`config.mk`:
```
export PLATFORM = sky130hd
export DESIGN_NAME = mat_stream_transposer
export DESIGN_NICKNAME = d
export VERILOG_FILES = /design/src/rtl/mat_pkg.sv /design/src/rtl/mat_rc_counter.sv /design/src/rtl/mat_stream_transposer.sv
export SDC_FILE = /design/constraint.sdc
export NUM_CORES = 1
export LEC_CHECK = 0
export ABC_AREA = 1
export ABC_CLOCK_PERIOD_IN_PS = 18450
export CAP_MARGIN = 40
export CORE_UTILIZATION = 54
export CTS_CLUSTER_DIAMETER = 200
export CTS_CLUSTER_SIZE = 14
export DETAILED_ROUTE_END_ITERATION = 16
export PLACE_DENSITY = 0.86
export SLEW_MARGIN = 20
export SYNTH_ARGS = -nofsm -noshare
export SYNTH_HDL_FRONTEND = slang
export SYNTH_SLANG_ARGS = --single-unit
```
`constraint.sdc`:
```
create_clock -name clk -period 18.45 [get_ports clk]
set_clock_uncertainty 0.2 [all_clocks]
set_input_delay 5.535 -clock clk [delete_from_list [all_inputs] [get_ports clk]]
set_output_delay 5.535 -clock clk [all_outputs]
set_load 0.01 [all_outputs]
```
`src/rtl/mat_pkg.sv`:
```
// Shared types and index helpers for the matrix streaming blocks.
package mat_pkg;

    // Phase of the single-buffer transposer: fill the buffer, then empty it.
    typedef enum logic {
        LOAD  = 1'b0,
        DRAIN = 1'b1
    } state_e;

    // Width of a row or column index for an n x n matrix (n >= 2).
    function automatic int idx_w(input int n);
        return $clog2(n);
    endfunction

    // Row-major element index of (r, c) in an n x n matrix.
    function automatic int unsigned idx(input int unsigned r, input int unsigned c,
                                        input int unsigned n);
        return r * n + c;
    endfunction

endpackage

```
`src/rtl/mat_rc_counter.sv`:
```
// Row/column counter walking an N x N matrix in row-major order.
// Wraps back to (0,0) after the last element; clear forces (0,0).
module mat_rc_counter
    import mat_pkg::*;
#(
    parameter  int N  = 3,
    localparam int IW = idx_w(N)
) (
    input  logic          clk,
    input  logic          rst,
    input  logic          clear,
    input  logic          inc,
    output logic [IW-1:0] r,
    output logic [IW-1:0] c,
    output logic          at_end
);

    localparam logic [IW-1:0] LAST = IW'(N - 1);

    logic [IW-1:0] r_q, r_d;
    logic [IW-1:0] c_q, c_d;

    // Next position: column advances, carrying into the row, both wrapping.
    always_comb begin
        r_d = r_q;
        c_d = c_q;
        if (clear) begin
            r_d = '0;
            c_d = '0;
        end else if (inc) begin
            if (c_q == LAST) begin
                c_d = '0;
                r_d = (r_q == LAST) ? '0 : r_q + 1'b1;
            end else begin
                c_d = c_q + 1'b1;
            end
        end
    end

    // Position registers.
    always_ff @(posedge clk or posedge rst) begin
        if (rst) begin
            r_q <= '0;
            c_q <= '0;
        end else begin
            r_q <= r_d;
            c_q <= c_d;
        end
    end

    assign r      = r_q;
    assign c      = c_q;
    assign at_end = (r_q == LAST) && (c_q == LAST);

endmodule

```
`src/rtl/mat_stream_transposer.sv`:
```
// Element-serial N x N matrix transposer. Buffers one whole matrix arriving
// row-major, then emits its transpose row-major. Single buffer: load and
// drain phases never overlap.
//
// Handshakes: a transfer happens on a rising edge where valid and ready are
// both high. The block holds out_valid, out_data and out_last stable until
// out_ready is seen; in_ready and out_valid are registered and depend only
// on the phase, never combinationally on the partner's valid/ready.
module mat_stream_transposer
    import mat_pkg::*;
#(
    parameter int DATA_WIDTH  = 16,
    parameter int BIN_POS     = 8,
    parameter int MATRIX_SIZE = 3
) (
    input  logic                                        clk,
    input  logic                                        rst,
    input  logic [DATA_WIDTH-1:0]                       in_data,
    input  logic                                        in_valid,
    input  logic                                        in_last,
    output logic                                        in_ready,
    output logic [DATA_WIDTH-1:0]                       out_data,
    output logic                                        out_valid,
    input  logic                                        out_ready,
    output logic                                        out_last,
    output logic [MATRIX_SIZE*MATRIX_SIZE*DATA_WIDTH-1:0] trans_flat,
    output logic                                        err
);

    localparam int N  = MATRIX_SIZE;
    localparam int W  = DATA_WIDTH;
    localparam int IW = idx_w(N);

    // The binary point only matters to the producer and consumer; data moves
    // as raw bits. Reject nonsensical settings at elaboration.
    if (BIN_POS < 0 || BIN_POS > DATA_WIDTH) begin : g_bad_bin_pos
        $error("BIN_POS must lie within DATA_WIDTH");
    end

    state_e         state_q, state_d;
    logic           in_ready_q, in_ready_d;
    logic           out_valid_q, out_valid_d;
    logic           err_q, err_d;
    logic [W-1:0]   mem_q [N][N];
    logic [W-1:0]   mem_d [N][N];

    logic [IW-1:0]  in_r, in_c, out_i, out_j;
    logic           in_end, out_end;
    logic           in_fire, out_fire;

    assign in_fire  = in_valid & in_ready_q;
    assign out_fire = out_valid_q & out_ready;

    mat_rc_counter #(.N(N)) u_in_cnt (
        .clk    (clk),
        .rst    (rst),
        .clear  (state_q == DRAIN),
        .inc    (in_fire),
        .r      (in_r),
        .c      (in_c),
        .at_end (in_end)
    );

    mat_rc_counter #(.N(N)) u_out_cnt (
        .clk    (clk),
        .rst    (rst),
        .clear  (state_q == LOAD),
        .inc    (out_fire),
        .r      (out_i),
        .c      (out_j),
        .at_end (out_end)
    );

    // Phase sequencing, buffer writes and framing check on in_last.
    always_comb begin
        state_d     = state_q;
        in_ready_d  = in_ready_q;
        out_valid_d = out_valid_q;
        err_d       = err_q;
        mem_d       = mem_q;
        case (state_q)
            LOAD: begin
                if (in_fire) begin
                    mem_d[in_r][in_c] = in_data;
                    // in_last only flags a framing error; the count alone
                    // decides where the matrix ends.
                    if (in_last != in_end) begin
                        err_d = 1'b1;
                    end
                    if (in_end) begin
                        state_d     = DRAIN;
                        in_ready_d  = 1'b0;
                        out_valid_d = 1'b1;
                    end
                end
            end
            DRAIN: begin
                if (out_fire && out_end) begin
                    state_d     = LOAD;
                    in_ready_d  = 1'b1;
                    out_valid_d = 1'b0;
                end
            end
            default: begin
                state_d     = LOAD;
                in_ready_d  = 1'b1;
                out_valid_d = 1'b0;
            end
        endcase
    end

    // FSM state, registered handshake outputs, sticky error and buffer.
    always_ff @(posedge clk or posedge rst) begin
        if (rst) begin
            state_q     <= LOAD;
            in_ready_q  <= 1'b1;
            out_valid_q <= 1'b0;
            err_q       <= 1'b0;
            for (int r = 0; r < N; r++) begin
                for (int c = 0; c < N; c++) begin
                    mem_q[r][c] <= '0;
                end
            end
        end else begin
            state_q     <= state_d;
            in_ready_q  <= in_ready_d;
            out_valid_q <= out_valid_d;
            err_q       <= err_d;
            mem_q       <= mem_d;
        end
    end

    assign in_ready  = in_ready_q;
    assign out_valid = out_valid_q;
    assign err       = err_q;
    // Transpose by swapped read indices; held steady by the output counter.
    assign out_data  = mem_q[out_j][out_i];
    assign out_last  = out_valid_q & out_end;

    // Flattened transpose: element (i,j) of the output is mem[j][i].
    for (genvar gi = 0; gi < N; gi++) begin : g_row
        for (genvar gj = 0; gj < N; gj++) begin : g_col
            localparam int unsigned OFS = idx(gi, gj, N) * W;
            assign trans_flat[OFS +: W] = mem_q[gj][gi];
        end
    end

endmodule
```
==> results.cfg <==
[floorplanning]
num_rows = 43
ioPinCount = 185
coreArea_um2 = 13900
start_util_pct = 55.5
die_h_um = 121
die_area_um2 = 14700
die_w_um = 121

[critical_path]
path_max_fanout = 37
critical_path_required_ps = 12710
crit_start = u_out_cnt.c[0]$_DFFE_PP0P_
cp-endpoint = out_data[3]
rrSetupSlack_ps = 16260
reg2regPathDepth = 5
arrival_ps = 2970
path_class = reg2out
cp-start-kind = flop
endpoint_kind = primary output
r2r-start = in_ready$_DFFE_PP1P_
worstReg2RegEnd = trans_flat[99]$_DFFE_PP0P_

[route]
drt_iter0_drc = 779
vias_per_cell = 5.58
wl_um = 23100
ant_nets = 0
vias = 7334
drt_first_pass_iters = 8
drcViolationCount = 0
wire_per_inst_um = 17.6

[grt]
grt_max_degree = 69
antenna_found_initial = 0
grt.overflow.total = 0
grt_usage_pct = 32.9
grt_pass1_wl_um = 36100
first_global_vias = 7039

[cells_and_area]
fillCellCount = 1053
num_antenna_cells = 0
drive_gt1_share_pct = 9.70
area_growth_pct = 31.7
final_nets = 1142
final_core_util_pct = 73.1
fin_area_um2 = 10100

[synth]
synth.mux.area_fraction_pct = 0
synth-simple-area-share_pct = 27.3
synth_seq_cells = 156
synth.distinct_cells = 26
synth_compound_area_share_pct = 12.7
netlist_area_um2 = 7700
yosys.area_share.adder_pct = 0
synth_nets = 980
synth.avg_cell_area_um2 = 8.03
synth-xor-area-share_pct = 0
yosysSeqAreaShare_pct = 50.7
syn_inst = 959
synth_top_family_by_area = simple AND/OR/NAND/NOR gates
ys_warn_count = 0

[sta]
rsz0062_at_grt = false
fmax_mhz = 115
post-route-period-util_pct = 47.2
finalSetupViolCount = 0
final_hold_viol_count = 0
finalCriticalPeriod_ps = 8710
setup_tns_ps = 0
worst_pin_slew_ps = 787
maxSlewViolCount = 0
slew_headroom_pct = 47.3

[clock_tree]
clkTransAtPathRegs_ps = 60
cts_setup_buffers = 0
cts_tree = built
cts_sinks = 156
htreeDepth = 4
root_buffer = clkbuf_16
cts_buffer_depth = 2
cts_buffers = 17
postCtsHoldBufs = 0
insertion_delay_ps = 440
ctsResizeCount = 0

[power_and_ir_drop]
fin_total_pwr_uw = 712
vdd_drop_max_v = 0.0000706
p_per_area_nw_per_um2 = 70.2
p_leak_nw = 4.69

[hold_path]
hold_path.class = reg2reg

[placed_design]
hpwlAfterDp_um = 16100
gp_congestion = 0.894
dpl_cell_area_um2 = 9530
io_buffers = 184

[job]
drv_cap = 0

[status]
status = completed
-- per-layer routing --
layer,routed length (um),part of all wire [%],GRT usage (%),vias to the layer above
li1,-,-,-,3355
met1,8840,38,39.1,3511
met2,11300,49,53.9,379
met3,1830,7.9,8.18,89
met4,1100,4.7,19.8,0
met5,0,0,0,-
-- worst min path at each step --
stage | start | end | slack, ps | depth (start not counted)
finish | err$_DFFE_PP0P_ | err$_DFFE_PP0P_ | 280 | 2
CTS | err$_DFFE_PP0P_ | err$_DFFE_PP0P_ | 280 | 2
detailed placement | err$_DFFE_PP0P_ | err$_DFFE_PP0P_ | 250 | 2
global placement | err$_DFFE_PP0P_ | err$_DFFE_PP0P_ | 260 | 2
global route | err$_DFFE_PP0P_ | err$_DFFE_PP0P_ | 330 | 2
floorplan | in_ready$_DFFE_PP1P_ | in_ready$_DFFE_PP1P_ | 280 | 2
-- stage by stage --
| stage | cells | worst slack (ps) | hold slack [ps] |
|---|---|---|---|
| 2_1_floorplan | 959 | 8510 | 279 |
| 3_3_place_gp | 1276 | 10060 | 259 |
| 3_5_place_dp | 1280 | 10170 | 254 |
| 4_1_cts | 1312 | 9690 | 277 |
| 6_report | 1314 | 9740 | 277 |
| 5_1_grt | 1314 | 9650 | 332 |
-- report_power, final --
| part | leakage, nW | internal (mW) | total (mW) | switching [mW] |
|---|---|---|---|---|
| combinational | 2.31 | 0.00484 | 0.0189 | 0.0140 |
| sequential | 2.09 | 0.342 | 0.342 | 0 |
| clock | 0.297 | 0.216 | 0.351 | 0.136 |
| total | 4.69 | 0.563 | 0.712 | 0.150 |
-- cell families (layout without fill, tap and decap cells) --
kind of cell	after synthesis	in the layout
AOI/OAI and AO/OA	165	165
buffers and inverters	151	326
DFF	156	156
and+or+nand+nor	487	487
-- cell type report --
class / instances / area (um2) / share of cell area, %
Tap cell: 180 / 225 / 2.22
Timing Repair Buffer: 193 / 1960 / 19.3
Multi-Input combinational cell: 652 / 3080 / 30.3
Sequential cell: 156 / 3910 / 38.5
Clock inverter: 7 / 85.1 / 0.839
Clock buffer: 25 / 505 / 4.98
Inverter: 101 / 384 / 3.79
-- worst max-delay path, stage by stage (launching register included) --
cell and delay (ps):
dfrtp_2 540, buf_4 320, nor2_4 500, buf_16 240
nand2_1 70, nand2_1 100, nand2_1 60, nand3_1 120
clkdlybuf4s50_1 560
-- flip-flops by register name, summed over array words and instances (netlist names) --
register     flops
u_in_cnt.r       2
err              1
state_q          1
u_in_cnt.c       2
trans_flat     144
u_out_cnt.c      2
out_valid        1
u_out_cnt.r      2
in_ready         1
-- cell usage in the layout (no fill, tap or decap), drive strengths merged, types with 5 or more instances in the layout --
cell / count
clkinv: 5
inv: 101
nand4: 6
clkbuf: 25
buf: 9
o21ai: 164
clkdlybuf4s50: 184
nor2: 23
dfrtp: 155
nand2: 396
nand3: 62
-- synth_stat cells --
cell type,count,area [um2]
nand2_1,387,1450
dfrtp_1,155,3880
inv_1,94,353
o21ai_1,82,410
nand3_1,60,300
o21ai_0,43,215
o21ai_2,39,342
buf_2,25,125
nor2_1,15,56.3
buf_6,13,146
inv_2,7,26.3
nand2_2,7,43.8
buf_4,4,30.0
nand4_4,4,85.1
buf_1,3,11.3
clkbuf_1,3,11.3
nor2_2,3,18.8
nor2_4,3,33.8
nand2_4,2,22.5
nand3_4,2,35.0
nand4_1,2,12.5
nor2_8,2,40.0
buf_8,1,15.0
clkbuf_2,1,5.00
dfstp_2,1,26.3
o21bai_1,1,7.51
Power figures use the tool's default switching activity.
